==> config.mk <==
export PLATFORM = sky130hd
export DESIGN_NAME = instruction_loader
export DESIGN_NICKNAME = d
export VERILOG_FILES = /design/src/rtl/instruction_loader.sv
export SDC_FILE = /design/constraint.sdc
export NUM_CORES = 1
export LEC_CHECK = 0
export CAP_MARGIN = 20
export CORE_MARGIN = 5
export CORE_UTILIZATION = 57
export DETAILED_ROUTE_END_ITERATION = 6
export GPL_TIMING_DRIVEN = 0
export PLACE_DENSITY = 0.84
export SETUP_SLACK_MARGIN = 0.02
export SKIP_CTS_REPAIR_TIMING = 1
export SLEW_MARGIN = 15
export SYNTH_ARGS = -nofsm -noshare
export SYNTH_HDL_FRONTEND = slang
export SYNTH_SLANG_ARGS = --single-unit
export TNS_END_PERCENT = 100
==> constraint.sdc <==
create_clock -name clk -period 5.2 [get_ports clk]
set_input_delay 1.04 -clock clk [delete_from_list [all_inputs] [get_ports clk]]
set_output_delay 1.04 -clock clk [all_outputs]
set_load 0.02 [all_outputs]
==> src/rtl/instruction_loader.sv <==
// instruction_loader: assembles a framed byte stream into 49-bit instructions,
// validates them and writes them to sequential instruction-memory addresses.
module instruction_loader #(
    parameter int ADDR_W = 8
) (
    input  logic              clk,
    input  logic              rst,
    input  logic              start,
    input  logic [7:0]        in_data,
    input  logic              in_valid,
    output logic              in_ready,
    output logic [ADDR_W-1:0] mem_addr,
    output logic [48:0]       mem_wdata,
    output logic              mem_we,
    output logic              busy,
    output logic              done,
    output logic              err,
    output logic [1:0]        err_code,
    output logic [ADDR_W:0]   word_count
);
    typedef enum logic [2:0] {IDLE, RECV, WRITE, CKSUM, DONE, ERR} state_t;
    state_t      state;
    logic [2:0]  idx;
    logic [47:0] sh;
    logic [7:0]  fx;
    logic [7:0]  cksum;
    logic [55:0] f;
    logic [4:0]  op;
    logic        legal;
    // f is only meaningful while the 7th byte of a frame is on in_data
    assign f = {sh, in_data};
    assign op = f[48:44];
    assign legal = f[55:49] == 7'd0 && (op <= 5'h0a || (op >= 5'h10 && op <= 5'h12)) && f[43:42] != 2'b11;
    always_ff @(posedge clk) begin
        if (rst) begin
            state      <= IDLE;
            idx        <= '0;
            sh         <= '0;
            fx         <= '0;
            cksum      <= '0;
            in_ready   <= 1'b0;
            busy       <= 1'b0;
            mem_we     <= 1'b0;
            mem_addr   <= '0;
            mem_wdata  <= '0;
            done       <= 1'b0;
            err        <= 1'b0;
            err_code   <= 2'b00;
            word_count <= '0;
        end else begin
            mem_we <= 1'b0;
            case (state)
                IDLE, DONE, ERR: if (start) begin
                    state      <= RECV;
                    in_ready   <= 1'b1;
                    busy       <= 1'b1;
                    idx        <= '0;
                    fx         <= '0;
                    cksum      <= '0;
                    word_count <= '0;
                    done       <= 1'b0;
                    err        <= 1'b0;
                    err_code   <= 2'b00;
                end
                RECV: if (in_valid) begin
                    sh  <= {sh[39:0], in_data};
                    fx  <= idx == 3'd6 ? 8'd0 : fx ^ in_data;
                    idx <= idx == 3'd6 ? 3'd0 : idx + 3'd1;
                    if (idx == 3'd6) begin
                        if (f[55]) begin
                            state <= CKSUM;
                        end else if (!legal || word_count[ADDR_W]) begin
                            state    <= ERR;
                            in_ready <= 1'b0;
                            busy     <= 1'b0;
                            err      <= 1'b1;
                            err_code <= legal ? 2'b11 : 2'b01;
                        end else begin
                            state     <= WRITE;
                            in_ready  <= 1'b0;
                            mem_we    <= 1'b1;
                            mem_addr  <= word_count[ADDR_W-1:0];
                            mem_wdata <= f[48:0];
                            cksum     <= cksum ^ fx ^ in_data;
                        end
                    end
                end
                WRITE: begin
                    state      <= RECV;
                    in_ready   <= 1'b1;
                    word_count <= word_count + (ADDR_W+1)'(1);
                end
                CKSUM: if (in_valid) begin
                    state    <= in_data == cksum ? DONE : ERR;
                    in_ready <= 1'b0;
                    busy     <= 1'b0;
                    done     <= in_data == cksum;
                    err      <= in_data != cksum;
                    err_code <= in_data == cksum ? 2'b00 : 2'b10;
                end
                default: state <= IDLE;
            endcase
        end
    end
endmodule

== Yosys cells after proc, flatten, opt, wreduce, memory -nomap -nowiden ==
Cells that the tools add are included.

* Flip-flop bits (word level): 143
* Input port bits: 12
* Output and inout port bits: 73
* Word-level logic and storage cells: 120

* Add/sub/neg operators: 2
* Magnitude comparators: 3
* Eq/ne operators: 16
* Multiplexer cells: 53
* Bitwise logic cells: 8
* Reduce and logical (&&, ||, !) cells: 24

{| class="wikitable"
|+ Operator list
! kind !! number
|-
| $mux W8 || 7
|-
| $pmux W8 S2 || 2
|-
| $mux W3 || 9
|-
| $xor A8 B8 Y8 || 3
|-
| $mux W1 || 18
|-
| $pmux W9 S2 || 1
|-
| $mux W2 || 8
|-
| $ne A2 B2 Y1 const B || 8
|-
| $pmux W3 S4 || 1
|-
| $reduce_and A6 Y1 || 2
|-
| $add A9 B1 Y9 const B || 1
|-
| $eq A3 B3 Y1 const B || 3
|-
| $mux W9 || 1
|-
| $eq A8 B8 Y1 || 1
|-
| $ne A8 B8 Y1 || 1
|-
| $logic_not A7 Y1 || 1
|-
| $reduce_and A7 Y1 || 1
|-
| $eq A3 B2 Y1 const B || 2
|-
| $pmux W1 S3 || 2
|-
| $pmux W2 S3 || 1
|-
| $pmux W3 S2 || 1
|-
| $reduce_and A3 Y1 || 2
|-
| $reduce_bool A2 Y1 || 3
|-
| $ge A5 B5 Y1 const B || 1
|-
| 18 further kinds || 26
|}

== Logic depth before layout (Yosys ltp) ==
Gate-level depths: netlist (run 1).

* Depth after elaboration: 12
* Gate-level depth with buffers: 8
* Gate-level depth less buffers: 5

== Least setup slack after synthesis (run 1) ==
No wires, ideal clock.

* Path type: input to register
* Start point: input port in_valid
* End point: register cksum[0]
* Setup time: 0.074 ns
* Arrival: 2.172 ns
* Required time: 5.126 ns
* Path slack: 2.954 ns
* Stages on the path: 7
* Buffers on the path: 2
* Cells stage by stage: nand4bb_1 > buf_2 > nor3_2 > nand3_1 > buf_2 > or3_1 > a31oi_1

* Word-level cells in the longest chain between the ends: 2

{| class="wikitable"
|+ RTL lines
! what !! RTL line !! RTL
|-
| from (decl) || 10 || <nowiki>input logic in_valid,</nowiki>
|-
| $ne A2 B2 Y1 (no line) || - ||
|-
| $reduce_and A6 Y1 (no line) || - ||
|-
| to (signal assigned) || 84 || <nowiki>cksum <= cksum ^ fx ^ in_data;</nowiki>
|-
| to (decl) || 26 || <nowiki>logic [7:0] cksum;</nowiki>
|}

Every way passes these cells.
A chain may end at the register's enable or synchronous reset.

== Worst setup path in the final report (run 1) ==
* Start point: input port in_valid
* End point: register mem_wdata[36]

* Word-level cells in the longest chain between the ends: 1

{| class="wikitable"
|+ RTL lines
! what !! RTL line !! RTL
|-
| $reduce_and A5 Y1 (no line) || - ||
|-
| to (signal assigned) || 83 || <nowiki>mem_wdata <= f[48:0];</nowiki>
|-
| to (decl) || 13 || <nowiki>output logic [48:0] mem_wdata,</nowiki>
|}

Every way passes these cells.

==> flow_summary_export.csv, run 1 <==
group,metric,value,unit
status,outcome,"finished clean",
layout,seq_area,0.00286,mm^2
setup_path,cp-end-kind,"flip-flop",
sta,rsz0062_at_grt,"no",
layout,final_cells,946,
pwr,combPwrFrac,0.041,
pwr,total_power,2440,uW
setup_path,cp_common_cell,"buf_2",
layout,num_antenna_cells,0,
detailed_routing,route.detailed.drc,0,
global_route,grt_pass1_wl,23700,um
pwr,ir_worst_vdd,0.254,mV
placed_design,gp_congestion,0.882,
logic_synthesis,yosysMostFrequentCell,"nand2_1",
placed_design,numPlacedInstances,915,
setup_path,crit_arrival,3.28,ns
setup_path,crit_chain,"clkdlybuf4s50_1, nand4bb_1, buf_2, nor3_2, and3_1, buf_2, buf_2, nand2_1, a21oi_1",
pwr,p_int,1890,uW
setup_path,worst-setup-path-type,"primary input to flip-flop",
pwr,p_sw,545,uW
setup_path,critical_path_buf_inv_count,4,
setup_path,slowest_stage,"clkdlybuf4s50_1",
logic_synthesis,syn_inst,707,
detailed_routing,wl_per_cell,15.4,um
logic_synthesis,yosysTopAreaCell,"dfxtp_1",
setup_path,max_stage_delay,0.65,ns
pwr,power_frac_seq,0.457,
logic_synthesis,synth_top_area_frac,0.517,
sta,setup_viol,0,
sta,tns,0,ns
cts,cts_buffer_depth,2,
sta,finClkSkew,0.00783,ns
pwr,p_per_area,346,mW/mm^2
floorplan,initial_utilization,0.574,
detailed_routing,first_iter_violations,364,
detailed_routing,routed_wl,14600,um
setup_path,critical-path-top-delay-family,"buffers and inverters",
floorplan,io_pins,85,
logic_synthesis,synth-async-reset-ratio,0,
logic_synthesis,synth-seq-area-share,0.517,
sta,fin_crit,2.84,ns
global_route,grt_pass1_vias,5060,
pwr,power.share.switching,0.224,
logic_synthesis,synth_area,0.00554,mm^2
placed_design,place_ws,1.92,ns
detailed_routing,viasPerCell,5.60,
setup_path,required,5.65,ns
logic_synthesis,synth_edf_count,0,
global_route,antenna_found_initial,0,
floorplan,fp.dieW,109,um
layout,post-route-util,0.732,
run,cap_violations,0,
layout,multi_input_area,0.00245,mm^2
setup_path,startpoint_type,"primary input",
layout,area_growth,27.4,%
floorplan,rows,36,
sta,slew_violations,0,
sta,fmax,353,MHz
sta,tightestPinTransition,0.782,ns
pwr,p_clk_frac,0.502,
global_route,grt_max_degree,17,
logic_synthesis,synth_top_flop_cell,"dfxtp_1",
logic_synthesis,yosys_warnings,0,
placed_design,portBuffers,75,
logic_synthesis,synthTopCellsByCount,"nand2_1, dfxtp_1, a21oi_1",
logic_synthesis,avgSynthCellArea,7.83,um^2
logic_synthesis,ys_ff_latch,143,
sta,hold_violations,0,
detailed_routing,firstDrtPassIters,6,
floorplan,die_area,0.0118,mm^2
layout,fillCellCount,757,
cts,clk_pin_slew,0.06,ns
floorplan,die_h,109,um
sta,setup_slack,2.36,ns
sta,slew_headroom,0.479,
sta,fin_crit_sh,0.545,
cts,htree_levels,4,
worst_hold_path,hold_path_class,"flip-flop to flip-flop",
pwr,total_leakage_power,0.00228,uW
logic_synthesis,syn_nets,720,
layout,final_nets,814,
cts,cts_buffers,17,
cts,root_buffer,"clkbuf_8",
setup_path,cp_max_fo,10,
cts,cts_sinks,143,
layout,drive_above_1_share,0.0590,
placed_design,hpwl,10200,um
detailed_routing,via_count,5297,
global_route,track_usage,0.255,
detailed_routing,ant_nets,0,
cts,clock_insertion_delay_worst_skew,0.53,ns
cts,cts_tree,"yes",
global_route,overflow,0,
floorplan,fp.coreArea,0.00964,mm^2
logic_synthesis,synthTopCellsByArea,"dfxtp_1, nand2_1, a21oi_1",
logic_synthesis,ys_types,39,
final timing paths:
kind | depth (start not counted) | slack, ns | from | to
max | 9 | 2.36 | in_valid | mem_wdata[36]
min | 2 | 0.45 | mem_wdata[43] | mem_wdata[43]
max reg2reg | 5 | 2.96 | state[2] | fx[0]
min reg2reg | 2 | 0.45 | mem_wdata[43] | mem_wdata[43]
worst register-to-register path: cells and delay by family (launching register included):
kind	cells	cell delay [ns]
AO/OA/AOI/OAI	2	0.93
flip-flops	1	0.49
AND/OR/NAND/NOR	3	0.75
logic make-up (layout without fill, tap and decap cells):
group / Yosys count / count (layout) / synth area share
buffers and inverters: 56 / 162 / 0.0405
muxes: 1 / 1 / 0.00203
xor gates and xnor gates: 17 / 17 / 0.0269
adders and majority gates: 1 / 1 / 0.00226
AOI/OAI and AO/OA: 165 / 165 / 0.160
DFF: 143 / 143 / 0.517
and+or+nand+nor: 324 / 324 / 0.251
registers in the layout (all words and copies together), names as in the netlist:
signal / count
cksum: 8
fx: 8
mem_addr: 8
busy: 1
in_ready: 1
sh: 48
done: 1
state: 3
idx: 3
word_count: 9
err: 1
mem_we: 1
err_code: 2
mem_wdata: 49
power groups by stage:
| stage | Sequential, uW | Combinational, uW | Clock [uW] |
|---|---|---|---|
| final | 1110 | 99.3 | 1220 |
| after global placement | 1140 | 94.0 | 0 |
| after CTS | 1110 | 98.1 | 1220 |
| after floorplan | 1140 | 66.4 | 0 |
| after global routing | 1110 | 108 | 1280 |
| after detailed placement | 1140 | 97.0 | 0 |
area by class of cell:
cell class | count | share of cell area
plain buffers | 53 | 0.0302
clock buffers | 20 | 0.0632
clock inverters | 11 | 0.0218
inverters | 3 | 0.00160
multi-input cells | 508 | 0.347
flip-flops and latches | 143 | 0.406
well taps | 133 | 0.0236
repair buffers | 75 | 0.106
through the flow:
stage / instance area [um^2] / hold WS [ns]
6_report: 7050 / 0.452
2_1_floorplan: 5540 / 0.436
3_5_place_dp: 6450 / 0.446
3_3_place_gp: 6450 / 0.442
4_1_cts: 7050 / 0.454
5_1_grt: 7050 / 0.467
cells in the final DEF (no fill, tap or decap), types with 3 or more instances in the layout:
| cell | n |
|---|---|
| o21ai_1 | 19 |
| buf_2 | 11 |
| inv_1 | 3 |
| and3_1 | 5 |
| xnor2_1 | 16 |
| bufinv_16 | 3 |
| or3_1 | 11 |
| nand3_1 | 27 |
| nand2_1 | 227 |
| dfxtp_1 | 143 |
| clkdlybuf4s50_1 | 75 |
| clkbuf_16 | 16 |
| nand4_1 | 4 |
| inv_6 | 4 |
| o21ai_0 | 6 |
| nand3b_1 | 3 |
| clkbuf_1 | 41 |
| a21oi_1 | 118 |
| o2111a_1 | 3 |
| nor3_1 | 5 |
| a31oi_1 | 10 |
| clkbuf_8 | 3 |
| nor2_1 | 25 |
per-layer routing:
metal / vias to the layer above / part of all wire / routed length (um) / GRT usage
li1: 2561 / - / - / -
met1: 2496 / 0.42 / 6070 / 0.312
met2: 213 / 0.50 / 7320 / 0.440
met3: 27 / 0.067 / 973 / 0.0549
met4: 0 / 0.015 / 217 / 0.0929
met5: - / 0 / 0 / 0
Note: power is estimated with default switching activity, not from simulation.
==> run 2: changes to the inputs <==
- CORE_UTILIZATION: 57 -> 53
- PLACE_DENSITY: 0.84 -> 0.79
- clock period: 5.2 -> 2.8 ns (I/O delays scaled with it)
==> run 2 against run 1 <==
Via count hardly changed; final area stayed put; critical endpoint is now mem_wdata[3]; clock-buffer cell count is 3 lower; critical path type unchanged; core utilization is 4.5 points lower.
==> flow_summary_export.csv, run 2 (synthesized netlist as in run 1, its figures left out) <==
group,metric,value,unit
status,outcome,"finished clean",
sta,tightestPinTransition,0.776,ns
floorplan,fp.coreArea,0.0103,mm^2
cts,cts_buffer_depth,2,
sta,setup_slack,0.470,ns
sta,slew_violations,0,
placed_design,numPlacedInstances,918,
cts,clock_insertion_delay_worst_skew,0.52,ns
layout,fillCellCount,877,
setup_path,max_stage_delay,0.67,ns
layout,num_antenna_cells,0,
sta,fin_crit_sh,0.832,
worst_hold_path,hold_path_class,"primary input to flip-flop",
placed_design,gp_congestion,0.883,
sta,rsz0062_at_grt,"no",
setup_path,reg2reg_slack,0.58,ns
detailed_routing,wl_met1,6020,um
detailed_routing,firstDrtPassIters,5,
floorplan,rows,37,
setup_path,crit_chain,"clkdlybuf4s50_1, nand4bb_1, buf_2, nor3_2, and3_1, buf_2, buf_2, nand2_1, a21oi_1",
layout,layout_commonest_cell,"nand2_1",
detailed_routing,highest_layer,"met4",
layout,final_cell_mix,"nand2_1, dfxtp_1, a21oi_1",
detailed_routing,via_count,5295,
worst_hold_path,worstHoldPathCells,3,
pwr,p_per_area,641,mW/mm^2
setup_path,cp_max_fo,10,
pwr,total_power,4520,uW
layout,final_nets,814,
setup_path,cp_common_cell,"buf_2",
detailed_routing,ant_nets,0,
global_route,grt_pass1_wl,24500,um
sta,setup_viol,0,
global_route,overflow,0,
cts,cts_sinks,143,
global_route,antenna_found_initial,0,
setup_path,rr_endpoint,"fx[6]",
pwr,total_leakage_power,0.00228,uW
cts,cts_buffers,17,
sta,finClkSkew,0.00900,ns
sta,slew_headroom,0.483,
cts,clk_pin_slew,0.06,ns
setup_path,cp-end-kind,"flip-flop",
layout,final_cells,950,
pwr,combPwrFrac,0.041,
pwr,power.share.switching,0.232,
placed_design,place_ws,-0.0179,ns
setup_path,r2r-start,"state[2]",
layout,top_regs,"mem_wdata (49), sh (48), word_count (9)",
layout,regMostFlops,"mem_wdata",
detailed_routing,route.detailed.drc,0,
setup_path,worst-setup-path-type,"primary input to flip-flop",
detailed_routing,dr_wl_met3,1070,um
global_route,track_usage,0.235,
setup_path,required,3.25,ns
cts,cts_tree,"yes",
setup_path,startpoint_type,"primary input",
setup_path,slowest_stage,"clkdlybuf4s50_1",
layout,largest_reg_flops,49,
cts,root_buffer,"clkbuf_8",
pwr,power_frac_seq,0.458,
run,cap_violations,0,
pwr,p_int,3470,uW
sta,hold_violations,0,
layout,drive_above_1_share,0.0614,
floorplan,fp.dieW,112,um
detailed_routing,wl_per_cell,15.5,um
cts,htree_levels,4,
layout,area_growth,27.4,%
detailed_routing,viasPerCell,5.57,
pwr,ir_worst_vdd,0.378,mV
pwr,p_sw,1050,uW
pwr,p_clk_frac,0.501,
placed_design,hpwl,10400,um
setup_path,crit_arrival,2.78,ns
floorplan,die_h,112,um
layout,final_area,0.00705,mm^2
worst_hold_path,hold_start,"in_data[1]",
sta,fmax,429,MHz
detailed_routing,routed_wl,14800,um
floorplan,io_pins,85,
placed_design,portBuffers,75,
global_route,grt_max_degree,17,
detailed_routing,first_iter_violations,458,
sta,fin_crit,2.33,ns
detailed_routing,wl_met2,7390,um
floorplan,die_area,0.0126,mm^2
floorplan,initial_utilization,0.539,
worst_hold_path,whs_endpoint,"mem_wdata[1]",
setup_path,rr_worst_depth,5,
placed_design,placed_cell_area,0.00646,mm^2
sta,tns,0,ns
global_route,grt_pass1_vias,5178,
run 2: cell types whose count changed in the layout (fill, tap and decap cells not counted), sizes merged:
cell and change:
inv +1, clkinv +3, clkbuf -3
run 2: how the worst max path moves through the flow:
stage,slack (ns),to,start,cells past startpoint
final,0.47,mem_wdata[3],in_valid,9
after global routing,0.29,mem_wdata[0],in_valid,9
after CTS,0.51,mem_wdata[34],in_valid,9
after detailed placement,-0.02,mem_wdata[3],in_valid,9
after global placement,0.08,mem_wdata[33],in_valid,9
after floorplan,1.03,cksum[0],in_valid,7
run 2: through the flow:
| step | utilization | hold WS, ns |
|---|---|---|
| detailed placement | 0.628 | 0.447 |
| global placement | 0.628 | 0.442 |
| floorplan | - | 0.436 |
| finish | 0.686 | 0.399 |
| CTS | 0.686 | 0.382 |
| global route | 0.686 | 0.419 |
run 2: final cells by class:
cell class	count	area, um^2	share of cell area
plain buffers	53	213	0.0302
clock buffers	17	414	0.0587
clock inverters	15	181	0.0257
inverters	3	11.3	0.00160
multi-input cells	508	2450	0.347
flip-flops and latches	143	2860	0.406
well taps	136	170	0.0241
repair buffers	75	751	0.106
run 2: worst max-delay path: cells and delay by family:
family | cells | cell delay (ns)
AO/OA/AOI/OAI | 1 | 0.16
buffers and inverters | 4 | 1.41
AND/OR/NAND/NOR | 4 | 0.65
run 2: power by group through the flow:
stage	combinational (uW)	clock, uW	sequential, uW
after floorplan	123	0	2110
after global placement	175	0	2110
after detailed placement	180	0	2110
after CTS	183	2280	2070
after global routing	204	2370	2070
final	185	2270	2070
run 2: metal layers:
metal	GRT usage	vias up
li1	-	2560
met1	0.285	2498
met2	0.414	207
met3	0.0464	30
met4	0.0865	0
met5	0	-
==> run 3: changes to the inputs <==
- CORE_UTILIZATION: 53 -> 48
- PLACE_DENSITY: 0.79 -> 0.75
- clock period: 2.8 -> 2 ns (I/O delays scaled with it)
==> run 3 against run 2 <==
Critical endpoint is now word_count[0]; cell count rose by 0.74%; largest power group unchanged; clock power rose by 40%; register-to-register slack got worse by 0.46 ns; largest cell class unchanged.
==> flow_summary_export.csv, run 3 (synthesized netlist as in run 1, its figures left out) <==
group,metric,value,unit
sta,slew_headroom,0.578,
sta,finClkSkew,0.00812,ns
cts,cts_buffer_depth,2,
setup_path,crit_chain,"clkdlybuf4s50_1",
floorplan,initial_utilization,0.487,
sta,hold_violations,0,
sta,hold_ws,0.352,ns
layout,multi_input_area,0.00250,mm^2
setup_path,critical_path_buf_inv_count,1,
pwr,power.share.switching,0.228,
cts,clock_insertion_delay_worst_skew,0.42,ns
global_route,antenna_found_initial,0,
setup_path,critical_path_depth,1,
global_route,grt_pass1_vias,5111,
pwr,p_clk_frac,0.501,
detailed_routing,ant_nets,0,
layout,regMostFlops,"mem_wdata",
pwr,ir_worst_vdd,0.564,mV
placed_design,hpwl,10700,um
sta,tns,0,ns
pwr,p_int,4900,uW
placed_design,placed_cell_area,0.00646,mm^2
placed_design,gp_congestion,0.872,
setup_path,rr_worst_depth,6,
layout,final_nets,814,
cts,clk_pin_slew,0.06,ns
pwr,total_leakage_power,0.00235,uW
layout,num_antenna_cells,0,
layout,final_area,0.00718,mm^2
setup_path,critical-path-top-delay-family,"buffers and inverters",
detailed_routing,viasPerCell,5.50,
setup_path,required,1.60,ns
floorplan,die_h,117,um
cts,cts_buffers,17,
pwr,power_frac_seq,0.457,
cts,cts_sinks,143,
pwr,combPwrFrac,0.042,
detailed_routing,route.detailed.drc,0,
run,cap_violations,0,
floorplan,fp.dieW,117,um
setup_path,cp-end-kind,"output port",
global_route,grt_max_degree,17,
detailed_routing,via_count,5264,
sta,setup_viol,0,
floorplan,die_area,0.0138,mm^2
placed_design,portBuffers,75,
sta,fin_crit_sh,0.946,
layout,top_regs,"mem_wdata (49), sh (48), word_count (9)",
setup_path,startpoint_type,"flip-flop",
sta,tightestPinTransition,0.633,ns
sta,slew_violations,0,
layout,layout_commonest_cell,"nand2_1",
setup_path,cp_max_fo,6,
detailed_routing,first_iter_violations,458,
worst_hold_path,worstHoldPathCells,3,
global_route,overflow,0,
layout,area_growth,29.7,%
setup_path,max_stage_delay,0.65,ns
global_route,track_usage,0.216,
global_route,grt_pass1_wl,24900,um
detailed_routing,firstDrtPassIters,7,
floorplan,io_pins,85,
layout,largest_reg_flops,49,
worst_hold_path,hold_path_class,"primary input to flip-flop",
setup_path,worst-setup-path-type,"flip-flop to output port",
layout,fillCellCount,1025,
sta,rsz0062_at_grt,"yes",
layout,seq_area,0.00287,mm^2
detailed_routing,routed_wl,15000,um
setup_path,crit_arrival,1.49,ns
layout,drive_above_1_share,0.0835,
floorplan,rows,39,
layout,post-route-util,0.631,
pwr,p_per_area,884,mW/mm^2
cts,root_buffer,"clkbuf_16",
cts,htree_levels,4,
sta,fin_crit,1.89,ns
sta,fmax,529,MHz
pwr,p_sw,1440,uW
floorplan,fp.coreArea,0.0114,mm^2
detailed_routing,wl_per_cell,15.7,um
layout,final_cell_mix,"nand2_1, dfxtp_1, a21oi_1",
setup_path,slowest_stage,"clkdlybuf4s50_1",
cts,cts_tree,"yes",
status,outcome,"finished clean",
run 3: changes by cell type in the layout (fill, tap and decap cells not counted), sizes merged:
cell           before  now
buf                13   11
bufinv              3    2
clkbuf             57   64
clkdlybuf4s50      75   73
clkinv              5    2
clkinvlp            2    3
dlymetal6s2s        0    2
inv                 8    6
run 3: through the flow:
step / cells / setup WS (ns) / total power [uW]
after CTS: 957 / -0.229 / 6340
after floorplan: 707 / 0.332 / 3130
after detailed placement: 925 / -0.646 / 3210
after global routing: 957 / -0.0453 / 6520
final: 957 / 0.108 / 6340
after global placement: 925 / -0.608 / 3210
run 3: area by class of cell:
| type | instances | area share |
|---|---|---|
| timing repair buffer | 76 | 0.106 |
| multi-input combinational | 508 | 0.348 |
| clock inverter | 10 | 0.0176 |
| inverter | 3 | 0.00157 |
| buffer | 52 | 0.0363 |
| clock buffer | 22 | 0.0661 |
| tap | 143 | 0.0249 |
| sequential | 143 | 0.399 |
run 3: power by group through the flow:
stage	logic, uW	registers, uW	clock network, uW
finish	268	2900	3180
global route	295	2900	3320
CTS	259	2900	3190
detailed placement	257	2960	0
global placement	250	2960	0
floorplan	173	2960	0
run 3: routing by layer:
layer / share of wire / up-vias / track usage
li1: - / 2564 / -
met1: 0.45 / 2502 / 0.271
met2: 0.48 / 171 / 0.356
met3: 0.059 / 27 / 0.0602
met4: 0.018 / 0 / 0.0725
met5: 0 / - / 0
run 3: worst register-to-register path, delay by kind of cell (launching register included):
kind / cells / cell delay, ns
AOI/OAI and AO/OA: 2 / 0.47
buffers and inverters: 1 / 0.18
DFF: 1 / 0.33
and+or+nand+nor: 3 / 0.83
run 3: path summary, 6_finish.rpt:
check	start	end	slack, ns
min reg2reg	mem_wdata[44]	mem_wdata[44]	0.45
max	word_count[0]	word_count[0]	0.11
max reg2reg	sh[44]	cksum[3]	0.12
min	in_data[3]	mem_wdata[3]	0.35
